==> config.mk <==
export PLATFORM = sky130hd
export DESIGN_NAME = rate_adapt_fifo
export DESIGN_NICKNAME = d
export VERILOG_FILES = /design/src/rtl/rate_adapt_fifo_pkg.sv /design/src/rtl/rate_adapt_fifo_tick_gen.sv /design/src/rtl/rate_adapt_fifo.sv
export SDC_FILE = /design/constraint.sdc
export NUM_CORES = 1
export LEC_CHECK = 0
export BUFFER_PORTS_ARGS = -buffer_cell sky130_fd_sc_hd__buf_4
export CELL_PAD_IN_SITES_DETAIL_PLACEMENT = 1
export CELL_PAD_IN_SITES_GLOBAL_PLACEMENT = 2
export CORE_MARGIN = 3
export CORE_UTILIZATION = 45
export CTS_CLUSTER_SIZE = 8
export DETAILED_ROUTE_END_ITERATION = 10
export PLACE_DENSITY = 0.84
export SETUP_SLACK_MARGIN = 0.5
export SYNTH_ARGS = -nofsm -noshare
export SYNTH_HDL_FRONTEND = slang
export SYNTH_HIERARCHICAL = 1
export SYNTH_SLANG_ARGS = --single-unit
==> constraint.sdc <==
create_clock -name clock -period 4.5 [get_ports clock]
set_input_delay 0.9 -clock clock [delete_from_list [all_inputs] [get_ports clock]]
set_output_delay 0.9 -clock clock [all_outputs]
set_load 0.005 [all_outputs]
==> src/rtl/rate_adapt_fifo_pkg.sv <==
// Shared width helpers for the rate-adaptation FIFO and its read-tick generator.
// Defined as constant functions so each instance sizes itself from its own parameters.
package rate_adapt_fifo_pkg;

  function automatic int level_width(input int depth);
    return $clog2(depth + 1);
  endfunction

  function automatic int ptr_width(input int depth);
    return (depth > 1) ? $clog2(depth) : 1;
  endfunction

  // A divide-by-1 still needs a 1-bit counter so the vector is never zero width.
  function automatic int div_cnt_width(input int div);
    return (div > 1) ? $clog2(div) : 1;
  endfunction

endpackage

==> src/rtl/rate_adapt_fifo_tick_gen.sv <==
// Free-running divider that paces the consumer side.
// It produces one read opportunity every RD_DIV cycles, or every cycle when RD_DIV is 1.
module rate_tick_gen
  import rate_adapt_fifo_pkg::*;
#(
  parameter int RD_DIV = 4
) (
  input  logic i_clock,
  input  logic i_reset,
  output logic o_rd_tick
);

  localparam int CW = div_cnt_width(RD_DIV);
  localparam logic [CW-1:0] LAST = CW'(RD_DIV - 1);

  logic [CW-1:0] r_count;
  logic          w_last;

  assign w_last    = (r_count == LAST);
  assign o_rd_tick = w_last;

  always_ff @(posedge i_clock) begin
    if (i_reset) begin
      r_count <= '0;
    end else if (w_last) begin
      r_count <= '0;
    end else begin
      r_count <= r_count + CW'(1);
    end
  end

endmodule

==> src/rtl/rate_adapt_fifo.sv <==
// Single-clock buffer that decouples a burst producer from a consumer paced by a read tick.
// It reports occupancy and threshold flags, and latches sticky overflow and underflow errors.
module rate_adapt_fifo
  import rate_adapt_fifo_pkg::*;
#(
  parameter int DATA_WIDTH = 16,
  parameter int DEPTH      = 8,
  parameter int AF_LEVEL   = 6,
  parameter int AE_LEVEL   = 1,
  parameter int RD_DIV     = 4
) (
  input  logic                          clock,
  input  logic                          reset,
  input  logic                          data_1_en,
  input  logic [DATA_WIDTH-1:0]         data_1,
  input  logic                          data_2_ready,
  output logic [DATA_WIDTH-1:0]         data_2,
  output logic                          data_2_valid,
  output logic                          buffer_empty,
  output logic                          buffer_full,
  output logic                          almost_full,
  output logic                          almost_empty,
  output logic [level_width(DEPTH)-1:0] level,
  output logic                          overflow,
  output logic                          underflow
);

  localparam int LW = level_width(DEPTH);
  localparam int PW = ptr_width(DEPTH);

  logic [DATA_WIDTH-1:0] r_mem [DEPTH];
  logic [PW-1:0]         r_wr_ptr, r_rd_ptr;
  logic [LW-1:0]         r_level, w_level_nxt;
  logic [DATA_WIDTH-1:0] r_data_2;
  logic                  r_valid, r_empty, r_full, r_af, r_ae, r_ovf, r_udf;
  logic                  w_rd_tick, w_push, w_pop;

  rate_tick_gen #(.RD_DIV(RD_DIV)) u_tick (
    .i_clock   (clock),
    .i_reset   (reset),
    .o_rd_tick (w_rd_tick)
  );

  // Full is judged on the registered level, so a same-cycle pop never makes room for a push.
  assign w_push = data_1_en && !r_full;
  assign w_pop  = w_rd_tick && data_2_ready && !r_empty;

  always_comb begin
    w_level_nxt = r_level;
    if (w_push && !w_pop) begin
      w_level_nxt = r_level + LW'(1);
    end else if (w_pop && !w_push) begin
      w_level_nxt = r_level - LW'(1);
    end
  end

  always_ff @(posedge clock) begin
    if (w_push) begin
      r_mem[r_wr_ptr] <= data_1;
    end
  end

  always_ff @(posedge clock) begin
    if (reset) begin
      r_wr_ptr <= '0;
      r_rd_ptr <= '0;
      r_level  <= '0;
      r_data_2 <= '0;
      r_valid  <= 1'b0;
      r_empty  <= 1'b1;
      r_full   <= 1'b0;
      r_af     <= 1'b0;
      r_ae     <= 1'b1;
      r_ovf    <= 1'b0;
      r_udf    <= 1'b0;
    end else begin
      r_valid <= w_pop;
      if (w_push) begin
        r_wr_ptr <= r_wr_ptr + PW'(1);
      end
      if (w_pop) begin
        r_data_2 <= r_mem[r_rd_ptr];
        r_rd_ptr <= r_rd_ptr + PW'(1);
      end
      r_level <= w_level_nxt;
      r_empty <= (w_level_nxt == '0);
      r_full  <= (w_level_nxt == LW'(DEPTH));
      r_af    <= (w_level_nxt >= LW'(AF_LEVEL));
      r_ae    <= (w_level_nxt <= LW'(AE_LEVEL));
      if (data_1_en && r_full) begin
        r_ovf <= 1'b1;
      end
      if (w_rd_tick && data_2_ready && r_empty) begin
        r_udf <= 1'b1;
      end
    end
  end

  assign data_2       = r_data_2;
  assign data_2_valid = r_valid;
  assign buffer_empty = r_empty;
  assign buffer_full  = r_full;
  assign almost_full  = r_af;
  assign almost_empty = r_ae;
  assign level        = r_level;
  assign overflow     = r_ovf;
  assign underflow    = r_udf;

endmodule
==> results.json, run 1 <==
{
  "fin_crit_sh_pct": 53.4,
  "clock-sinks": 163,
  "die_area_um2": 15300,
  "insertion_delay_ns": 0.42,
  "path_buf_inv": 1,
  "layout-drive-gt1-share_pct": 32.4,
  "clkTransAtPathRegs_ns": 0.06,
  "via_count": 3159,
  "grt_max_degree": 42,
  "met3_length_um": 416,
  "power.density_nw_per_um2": 447,
  "grt_pass1_wl_um": 19200,
  "rows": 42,
  "port_buffers": 46,
  "area_delta_synth_final_pct": 18.7,
  "cts_setup_buffers": 0,
  "htree_levels": 4,
  "ctsResizeCount": 0,
  "fin_crit_ns": 2.40,
  "cap_violations": 0,
  "tritoncts": "yes",
  "status": "complete, no violations",
  "avgRoutedWirePerCell_um": 21.5,
  "met2_length_um": 6400,
  "first_pass_iters": 4,
  "die_w_um": 124,
  "vias_per_cell": 5.41,
  "yosys-top-cells-count": "edfxtp_1 (128), dfxtp_1 (35), mux4_2 (32), nor2_1 (30)",
  "grt_pass1_vias": 3283,
  "ios": 47,
  "final_antenna_net_count": 0,
  "synth_flop_cell": "edfxtp_1",
  "fp.dieH_um": 124,
  "finalSetupViolations": 0,
  "endpoint_kind": "flop",
  "synth.avg_cell_area_um2": 18.4,
  "worstMarginPinSlew_ns": 1.25,
  "clk_path_buf_depth": 2,
  "top_layer": "met4",
  "coreArea_um2": 13400,
  "grtUsageTotal_pct": 17.6,
  "cp_slowest_stage_delay_ns": 1.09,
  "worst-path-max-fanout": 21,
  "drt-met1-wl_um": 5600,
  "dp_hpwl_um": 7790,
  "synth.top_cell.area_share_pct": 61.7,
  "crit_slowest_cell": "dfxtp_1",
  "drc": 0,
  "synth_top_area_cell": "edfxtp_1",
  "antenna_found_initial": 0,
  "yosysWarningCount": 6,
  "drtIter0Drc": 242,
  "crit_family": "flip-flops",
  "hold_class": "reg2reg",
  "tns_ns": 0,
  "cts-buffers-inserted": 17,
  "relSlewSlack_pct": 16.3,
  "crit_type": "reg2reg",
  "netlist_instances": 339,
  "max_freq_mhz": 416,
  "overflow": 0,
  "setup_slack_ns": 2.10,
  "cp_data_arrival_time_ns": 2.68,
  "nNetsFinal": 420,
  "ys_async_sr_fraction_pct": 0,
  "final_util_pct": 55.1,
  "syn_nets": 364,
  "crit_path_start_kind": "flop",
  "wl_um": 12600,
  "rsz0062_at_grt": "no",
  "synth_edf_count": 128,
  "ys_types": 38,
  "synth_area_leaders": "edfxtp_1 (62%), mux4_2 (12%), dfxtp_1 (11%)",
  "clock_skew_ns": 0.00864,
  "cts-root-buf": "clkbuf_16",
  "ctsHoldBuffers": 0,
  "pre_cts_ws_ns": 1.74,
  "finalHoldViolCount": 0,
  "yosysMostFrequentCell": "edfxtp_1",
  "ys_ff_latch": 163,
  "drv_slew": 0,
  "ir_drop_v": 0.000266,
  "required_ns": 4.78,
  "yosysSeqAreaShare_pct": 73.0,
  "synth_area_um2": 6220,
  "cp_cell_sequence": "buf_4 -> mux4_2 -> mux2i_1 -> a211oi_1",
  "hold_ws_ns": 0.431,
  "diodes": 0,
  "place_congestion": 0.732,
  "leakage_uw": 0.00247,
  "initial_core_util_pct": 46.5
}
## metal layers
metal,track usage (%),up-vias
met5,0,-
met4,6.44,0
met3,3.72,15
met2,29.0,69
met1,23.2,1629
li1,-,1446
## metrics by stage
| step | total power, uW | std cells | instance area (um2) |
|---|---|---|---|
| final | 3300 | 584 | 7390 |
| after global routing | 3420 | 584 | 7390 |
| after CTS | 3330 | 584 | 7390 |
| after detailed placement | 1910 | 552 | 6780 |
| after global placement | 1900 | 552 | 6780 |
| after floorplan | 1820 | 339 | 6220 |
## cell families after synthesis
logic type	after synthesis	share of synthesized area, %
AO/OA/AOI/OAI	29	3.26
XOR/XNOR	7	0.985
adder cells (fa/ha/maj)	5	1.01
buffers and inverters	23	2.05
flip-flops	163	73.0
multiplexers	49	14.4
AND/OR/NAND/NOR	63	5.31
## final timing paths
kind         slack (ns)         startpoint           endpoint  cells after the start
max                2.10        r_rd_ptr[1]          data_2[1]                      4
min                0.43  u_tick/r_count[0]  u_tick/r_count[0]                      1
max reg2reg        2.10        r_rd_ptr[1]          data_2[1]                      4
min reg2reg        0.43  u_tick/r_count[0]  u_tick/r_count[0]                      1
## area by class of cell
cell class | instances | area, um2
Fill cell | 1236 | 6010
Sequential cell | 163 | 4550
Multi-Input combinational cell | 153 | 1580
Clock buffer | 24 | 534
Timing Repair Buffer | 57 | 428
Tap cell | 176 | 220
Clock inverter | 8 | 68.8
Inverter | 3 | 11.3
## sequential cells by signal, summed over array words and instances (netlist names)
signal and count:
level 4, buffer_full 1, overflow 1, r_rd_ptr 3, almost_empty 1, underflow 1
almost_full 1, u_tick/r_count 2, r_mem 128, data_2_valid 1, r_wr_ptr 3, buffer_empty 1
data_2 16
## cells in the final DEF, fill, tap and decap left out, drive strengths merged
cell,n
a32o,1
a21o,1
a21oi,4
nand3b,1
nor2b,2
mux4,32
nor3b,1
clkinv,6
mux2i,16
nand2b,3
xnor2,4
ha,5
nand2,9
a22o,1
nor4,2
nand3,2
dfxtp,35
nor2,30
mux2,1
nand4b,1
and3b,2
o21ai,3
buf,57
and3,3
bufinv,1
xor2,3
edfxtp,128
a31oi,2
a21boi,1
clkbuf,24
nor3,7
inv,4
a211oi,16
## where the power goes
part	internal, uW	switching [uW]
clock	882	540
combinational	84.4	95.4
sequential	1670	28.4
(Power assumes the default switching activity.)
==> inputs of run 2 (changes only) <==
- ABC_AREA: unset -> 1
- CORE_UTILIZATION: 45 -> 40
- PLACE_DENSITY: 0.84 -> 0.85
- clock period: 4.5 -> 2.3 ns (I/O delays scaled with it)
==> run 2 against run 1 <==
Sequential cell count is the same. Final cell count increased by 49%. Core utilization down 6.8 points. Worst setup slack worse by 1.4 ns. Area after synthesis is 4.6% higher. Hold slack worse by 0.16 ns. Non-clock buffer count up 10. Critical endpoint is now r_mem[3][12]. Largest cell class unchanged.
==> results.json, run 2 <==
{
  "endpoint_kind": "flop",
  "worst-path-max-fanout": 16,
  "hold_ws_ns": 0.269,
  "ys_async_sr_fraction_pct": 0,
  "grt_pass1_wl_um": 25300,
  "worstMarginPinSlew_ns": 0.667,
  "nNetsFinal": 665,
  "dp_hpwl_um": 10100,
  "yosys-top-cells-count": "nor2_1 (143), edfxtp_1 (128), nand3_1 (60), nand2_1 (50), o21ai_1 (41)",
  "synth_edf_count": 128,
  "die_w_um": 134,
  "synth_area_leaders": "edfxtp_1 (59%), dfxtp_1 (11%), nor2_1 (8.2%)",
  "rows": 46,
  "clk_path_buf_depth": 2,
  "relSlewSlack_pct": 55.5,
  "diodes": 0,
  "required_ns": 2.40,
  "synth_top_area_cell": "edfxtp_1",
  "yosysSeqAreaShare_pct": 69.8,
  "drv_slew": 0,
  "area_delta_synth_final_pct": 18.0,
  "layout-drive-gt1-share_pct": 18.8,
  "die_area_um2": 17800,
  "synth_area_um2": 6510,
  "ys_types": 27,
  "tns_ns": 0,
  "power.density_nw_per_um2": 815,
  "clock_skew_ns": 0.00608,
  "leakage_uw": 0.00282,
  "grt_max_degree": 42,
  "netlist_instances": 583,
  "worst_r2r_endpoint": "r_mem[3][12]",
  "crit_path_start_kind": "flop",
  "largest-register": "r_mem",
  "overflow": 0,
  "cap_violations": 0,
  "r2r_start": "buffer_full",
  "fin_crit_ns": 1.60,
  "cts-root-buf": "clkbuf_16",
  "switching_power_uw": 1380,
  "yosysMostFrequentCell": "nor2_1",
  "hold_class": "in2reg",
  "r2r_cells": 6,
  "syn_nets": 608,
  "cp_data_arrival_time_ns": 1.70,
  "gr-usage-met2_pct": 31.5,
  "busiest_layer": "met2",
  "place_congestion": 0.731,
  "hold_depth": 1,
  "finalHoldViolCount": 0,
  "final_util_pct": 48.3,
  "avgRoutedWirePerCell_um": 18.2,
  "rsz0062_at_grt": "no",
  "swShare_pct": 22.0,
  "yosysWarningCount": 6,
  "max_freq_mhz": 624,
  "whs_endpoint": "r_mem[4][11]",
  "drc": 0,
  "worstHoldStart": "data_1[11]",
  "p_comb_share_pct": 5.4,
  "antenna_found_initial": 0,
  "cts-buffers-inserted": 17,
  "final_cell_mix": "nor2_1 (139), edfxtp_1 (128), buf_4 (66), nand3_1 (60), nand2_1 (50)",
  "port_buffers": 46,
  "synth.top_cell.area_share_pct": 59.0,
  "synth_flop_cell": "edfxtp_1",
  "final_antenna_net_count": 0,
  "total_power_uw": 6260,
  "r2r_setup_slack_ns": 0.70,
  "tritoncts": "yes",
  "use_met3_pct": 3.97,
  "fin_crit_sh_pct": 69.7,
  "met1_usage_pct": 23.5,
  "wl_um": 15800,
  "vias_per_cell": 5.13,
  "synth.avg_cell_area_um2": 11.2,
  "clkTransAtPathRegs_ns": 0.06,
  "via_count": 4461,
  "grtUsageTotal_pct": 18.6,
  "insertion_delay_ns": 0.43,
  "htree_levels": 4,
  "grt_pass1_vias": 4692,
  "coreArea_um2": 15900,
  "ios": 47,
  "clock-sinks": 163,
  "p_clk_share_pct": 42.0,
  "ys_ff_latch": 163,
  "finalSetupViolations": 0,
  "first_pass_iters": 4,
  "fp.dieH_um": 134,
  "status": "complete, no violations",
  "layout_commonest_cell": "nor2_1",
  "largest_reg_flops": 128,
  "initial_core_util_pct": 41.0,
  "power_frac_seq_pct": 52.6,
  "crit_type": "reg2reg",
  "drtIter0Drc": 293,
  "p_int_uw": 4880,
  "ir_drop_v": 0.000519
}
-- run 2: kinds of logic (layout without fill, tap and decap cells) --
kind of cell	Yosys count	in the layout	share of synthesized area, %
flops	163	163	69.8
compound gates	95	95	7.40
buf+inv	52	122	3.96
fa+ha+maj	5	5	0.961
simple gates	268	268	17.9
-- run 2: cell type report --
class | instances | area (um2)
inverters | 23 | 86.3
repair buffers | 67 | 507
clock buffers | 18 | 439
well taps | 216 | 270
flip-flops and latches | 163 | 4550
fillers | 1743 | 8210
multi-input cells | 368 | 1720
clock inverters | 14 | 113
-- run 2: how the worst max path moves through the flow --
stage                    to  slack [ns]  cells past startpoint         startpoint
2_1_floorplan   r_mem[0][0]        0.36                      4          data_1_en
3_3_place_gp   r_mem[2][12]        0.57                      6          data_1_en
3_5_place_dp   almost_empty        0.51                     10  u_tick/r_count[0]
4_1_cts           data_2[9]        0.62                      7        r_rd_ptr[0]
5_1_grt         r_mem[6][2]        0.58                      4        buffer_full
6_report       r_mem[3][12]        0.70                      6        buffer_full
-- run 2: metrics by stage --
step	area (um2)	worst slack (ns)	cells
CTS	7670	0.622	869
detailed placement	7110	0.507	835
finish	7680	0.698	869
floorplan	6520	0.362	583
global route	7680	0.580	869
global placement	7110	0.573	835
-- run 2: critical path, cell delays in order, from the launching register on --
cell and delay (ns):
dfxtp_1 0.38, inv_2 0.07, nand2_1 0.16, nor2_1 0.15, inv_1 0.13, nor2_2 0.10, buf_4 0.29
-- run 2: timing repair --
action / in CTS / in global routing
setup endpoints to repair: 1 / 5
hold buffers: 0 / 0
buffers inserted: 2 / 0
resized for setup: 0 / 1
pin swaps: 1 / 0
-- run 2: power by group through the flow --
| stage | registers, uW | clock network (uW) | logic [uW] |
|---|---|---|---|
| finish | 3290 | 2630 | 339 |
| CTS | 3290 | 2690 | 347 |
| floorplan | 3350 | 0 | 191 |
| detailed placement | 3350 | 0 | 342 |
| global route | 3300 | 2830 | 385 |
| global placement | 3350 | 0 | 321 |
-- run 2: layer usage --
layer | share of wire [%] | up-vias
met2 | 50 | 88
li1 | - | 2135
met1 | 45 | 2210
met5 | 0 | -
met4 | 2.1 | 0
met3 | 3.5 | 28
==> inputs of run 3 (changes only) <==
- clock period: 2.3 -> 1.7 ns (I/O delays scaled with it)
==> run 3 against run 2 <==
Power grew 46%. Sequential share of layout area shrank 8.1 points. Sequential power grew 36%. Die area is the same. Critical path depth grew 4. Clock-buffer cell count grew 3. Clock skew grew 0.0051 ns. Worst setup slack lost 0.50 ns. Core utilization grew 8.5 points. Critical endpoint is now almost_empty.
==> results.json, run 3 (synthesized netlist as in run 2, its figures left out) <==
{
  "status": "complete, no violations",
  "worstHoldStart": "data_1[7]",
  "cpMostUsedCell": "nand2_2",
  "first_pass_iters": 5,
  "cp_slowest_stage_delay_ns": 0.35,
  "coreArea_um2": 15900,
  "endpoint_kind": "flop",
  "drc": 0,
  "finalHoldViolCount": 0,
  "clock_skew_ns": 0.0112,
  "power.density_nw_per_um2": 1010,
  "r2r_setup_slack_ns": 0.20,
  "tns_ns": 0,
  "nNetsFinal": 711,
  "required_ns": 2.02,
  "die_area_um2": 17800,
  "path_buf_inv": 0,
  "grt_pass1_wl_um": 28900,
  "cap_violations": 0,
  "grt_pass1_vias": 5120,
  "final_antenna_net_count": 0,
  "avgRoutedWirePerCell_um": 22.7,
  "fin_crit_ns": 1.50,
  "worst-path-max-fanout": 5,
  "cts-buffers-inserted": 17,
  "htree_levels": 4,
  "r2r_cells": 10,
  "clock-sinks": 163,
  "fin_crit_sh_pct": 88.2,
  "relSlewSlack_pct": 69.2,
  "clk_path_buf_depth": 2,
  "area_delta_synth_final_pct": 38.6,
  "leakage_uw": 0.00327,
  "largest_reg_flops": 128,
  "hold_ws_ns": 0.151,
  "final_cell_mix": "edfxtp_1 (128), nor2_1 (111), nand3_1 (52), o21ai_1 (50), buf_4 (50)",
  "finalSetupViolations": 0,
  "clkTransAtPathRegs_ns": 0.07,
  "crit_type": "reg2reg",
  "hold_class": "in2reg",
  "diodes": 0,
  "largest-register": "r_mem",
  "total_power_uw": 9140,
  "die_w_um": 134,
  "cp_cell_sequence": "ha_4 -> nand2_4 -> nor2_8 -> nand3_4 -> nand2_2 -> nand2_2 -> nand2_2 -> nand2_2 -> nand2_1 -> nor2_2",
  "overflow": 0,
  "cts-root-buf": "clkbuf_16",
  "rows": 46,
  "drtIter0Drc": 481,
  "tritoncts": "yes",
  "r2r_start": "u_tick/r_count[0]",
  "ios": 47,
  "worstMarginPinSlew_ns": 0.459,
  "insertion_delay_ns": 0.43,
  "fp.dieH_um": 134,
  "layout-drive-gt1-share_pct": 38.2,
  "crit_family": "simple AND/OR/NAND/NOR gates",
  "whs_endpoint": "r_mem[0][7]",
  "dp_hpwl_um": 10500,
  "wl_um": 20800,
  "final_cells": 915,
  "grt_max_degree": 34,
  "crit_path_start_kind": "flop",
  "antenna_found_initial": 0,
  "vias_per_cell": 5.32,
  "cp_data_arrival_time_ns": 1.82,
  "rsz0062_at_grt": "yes",
  "ctsHoldBuffers": 0,
  "hold_depth": 1,
  "grtUsageTotal_pct": 21.6,
  "port_buffers": 46,
  "via_count": 4866,
  "crit_slowest_cell": "dfxtp_2",
  "worst_r2r_endpoint": "almost_empty",
  "place_congestion": 0.766,
  "layout_commonest_cell": "edfxtp_1",
  "ir_drop_v": 0.000672,
  "drv_slew": 0,
  "max_freq_mhz": 667,
  "num-fill-cells": 1650,
  "dp.cells": 840,
  "initial_core_util_pct": 41.0
}
run 3: repair_timing:
item / in CTS / in global routing
endpoints found under the hold margin: 0 / 0
endpoints found under the setup margin: 172 / 183
cloned: 5 / 4
pin swaps: 18 / 34
resized for setup: 122 / 68
setup buffers: 15 / 19
run 3: metal layers:
metal	up-vias	wire, um	GRT usage (%)
met1	2465	8410	26.3
li1	2236	-	-
met3	34	735	4.00
met2	131	11100	38.3
met5	-	0	0
met4	0	473	8.23
run 3: metrics by stage:
step                      utilization (%)  area, um2  worst slack, ns
after floorplan                         -       6630            0.306
after global placement               46.3       7360            0.236
after detailed placement             46.3       7360            0.183
after CTS                            53.8       8540            0.309
after global routing                 56.8       9020            0.145
final                                56.8       9020            0.200
run 3: where the power goes:
part | internal [uW] | leakage, uW | total [uW] | switching (uW)
combinational | 338 | 0.00153 | 786 | 448
sequential | 4400 | 0.00146 | 4470 | 66.8
clock | 2280 | 0.000274 | 3890 | 1600
total | 7020 | 0.00327 | 9140 | 2120
run 3: area by class of cell:
cell class | count | area, um2 | share of cell area [%]
flip-flops and latches | 163 | 4610 | 51.1
multi-input cells | 369 | 2080 | 23.0
repair buffers | 112 | 1350 | 15.0
clock buffers | 21 | 470 | 5.21
well taps | 216 | 270 | 3.00
clock inverters | 11 | 128 | 1.41
inverters | 23 | 111 | 1.23
run 3: worst max path at each step:
stage / start / to / slack [ns] / cells past startpoint
3_5_place_dp: u_tick/r_count[0] / buffer_full / 0.18 / 9
3_3_place_gp: data_1_en / almost_empty / 0.24 / 11
2_1_floorplan: data_1_en / r_mem[0][0] / 0.31 / 4
6_report: u_tick/r_count[0] / almost_empty / 0.20 / 10
4_1_cts: u_tick/r_count[0] / buffer_full / 0.31 / 9
5_1_grt: u_tick/r_count[0] / almost_full / 0.15 / 11
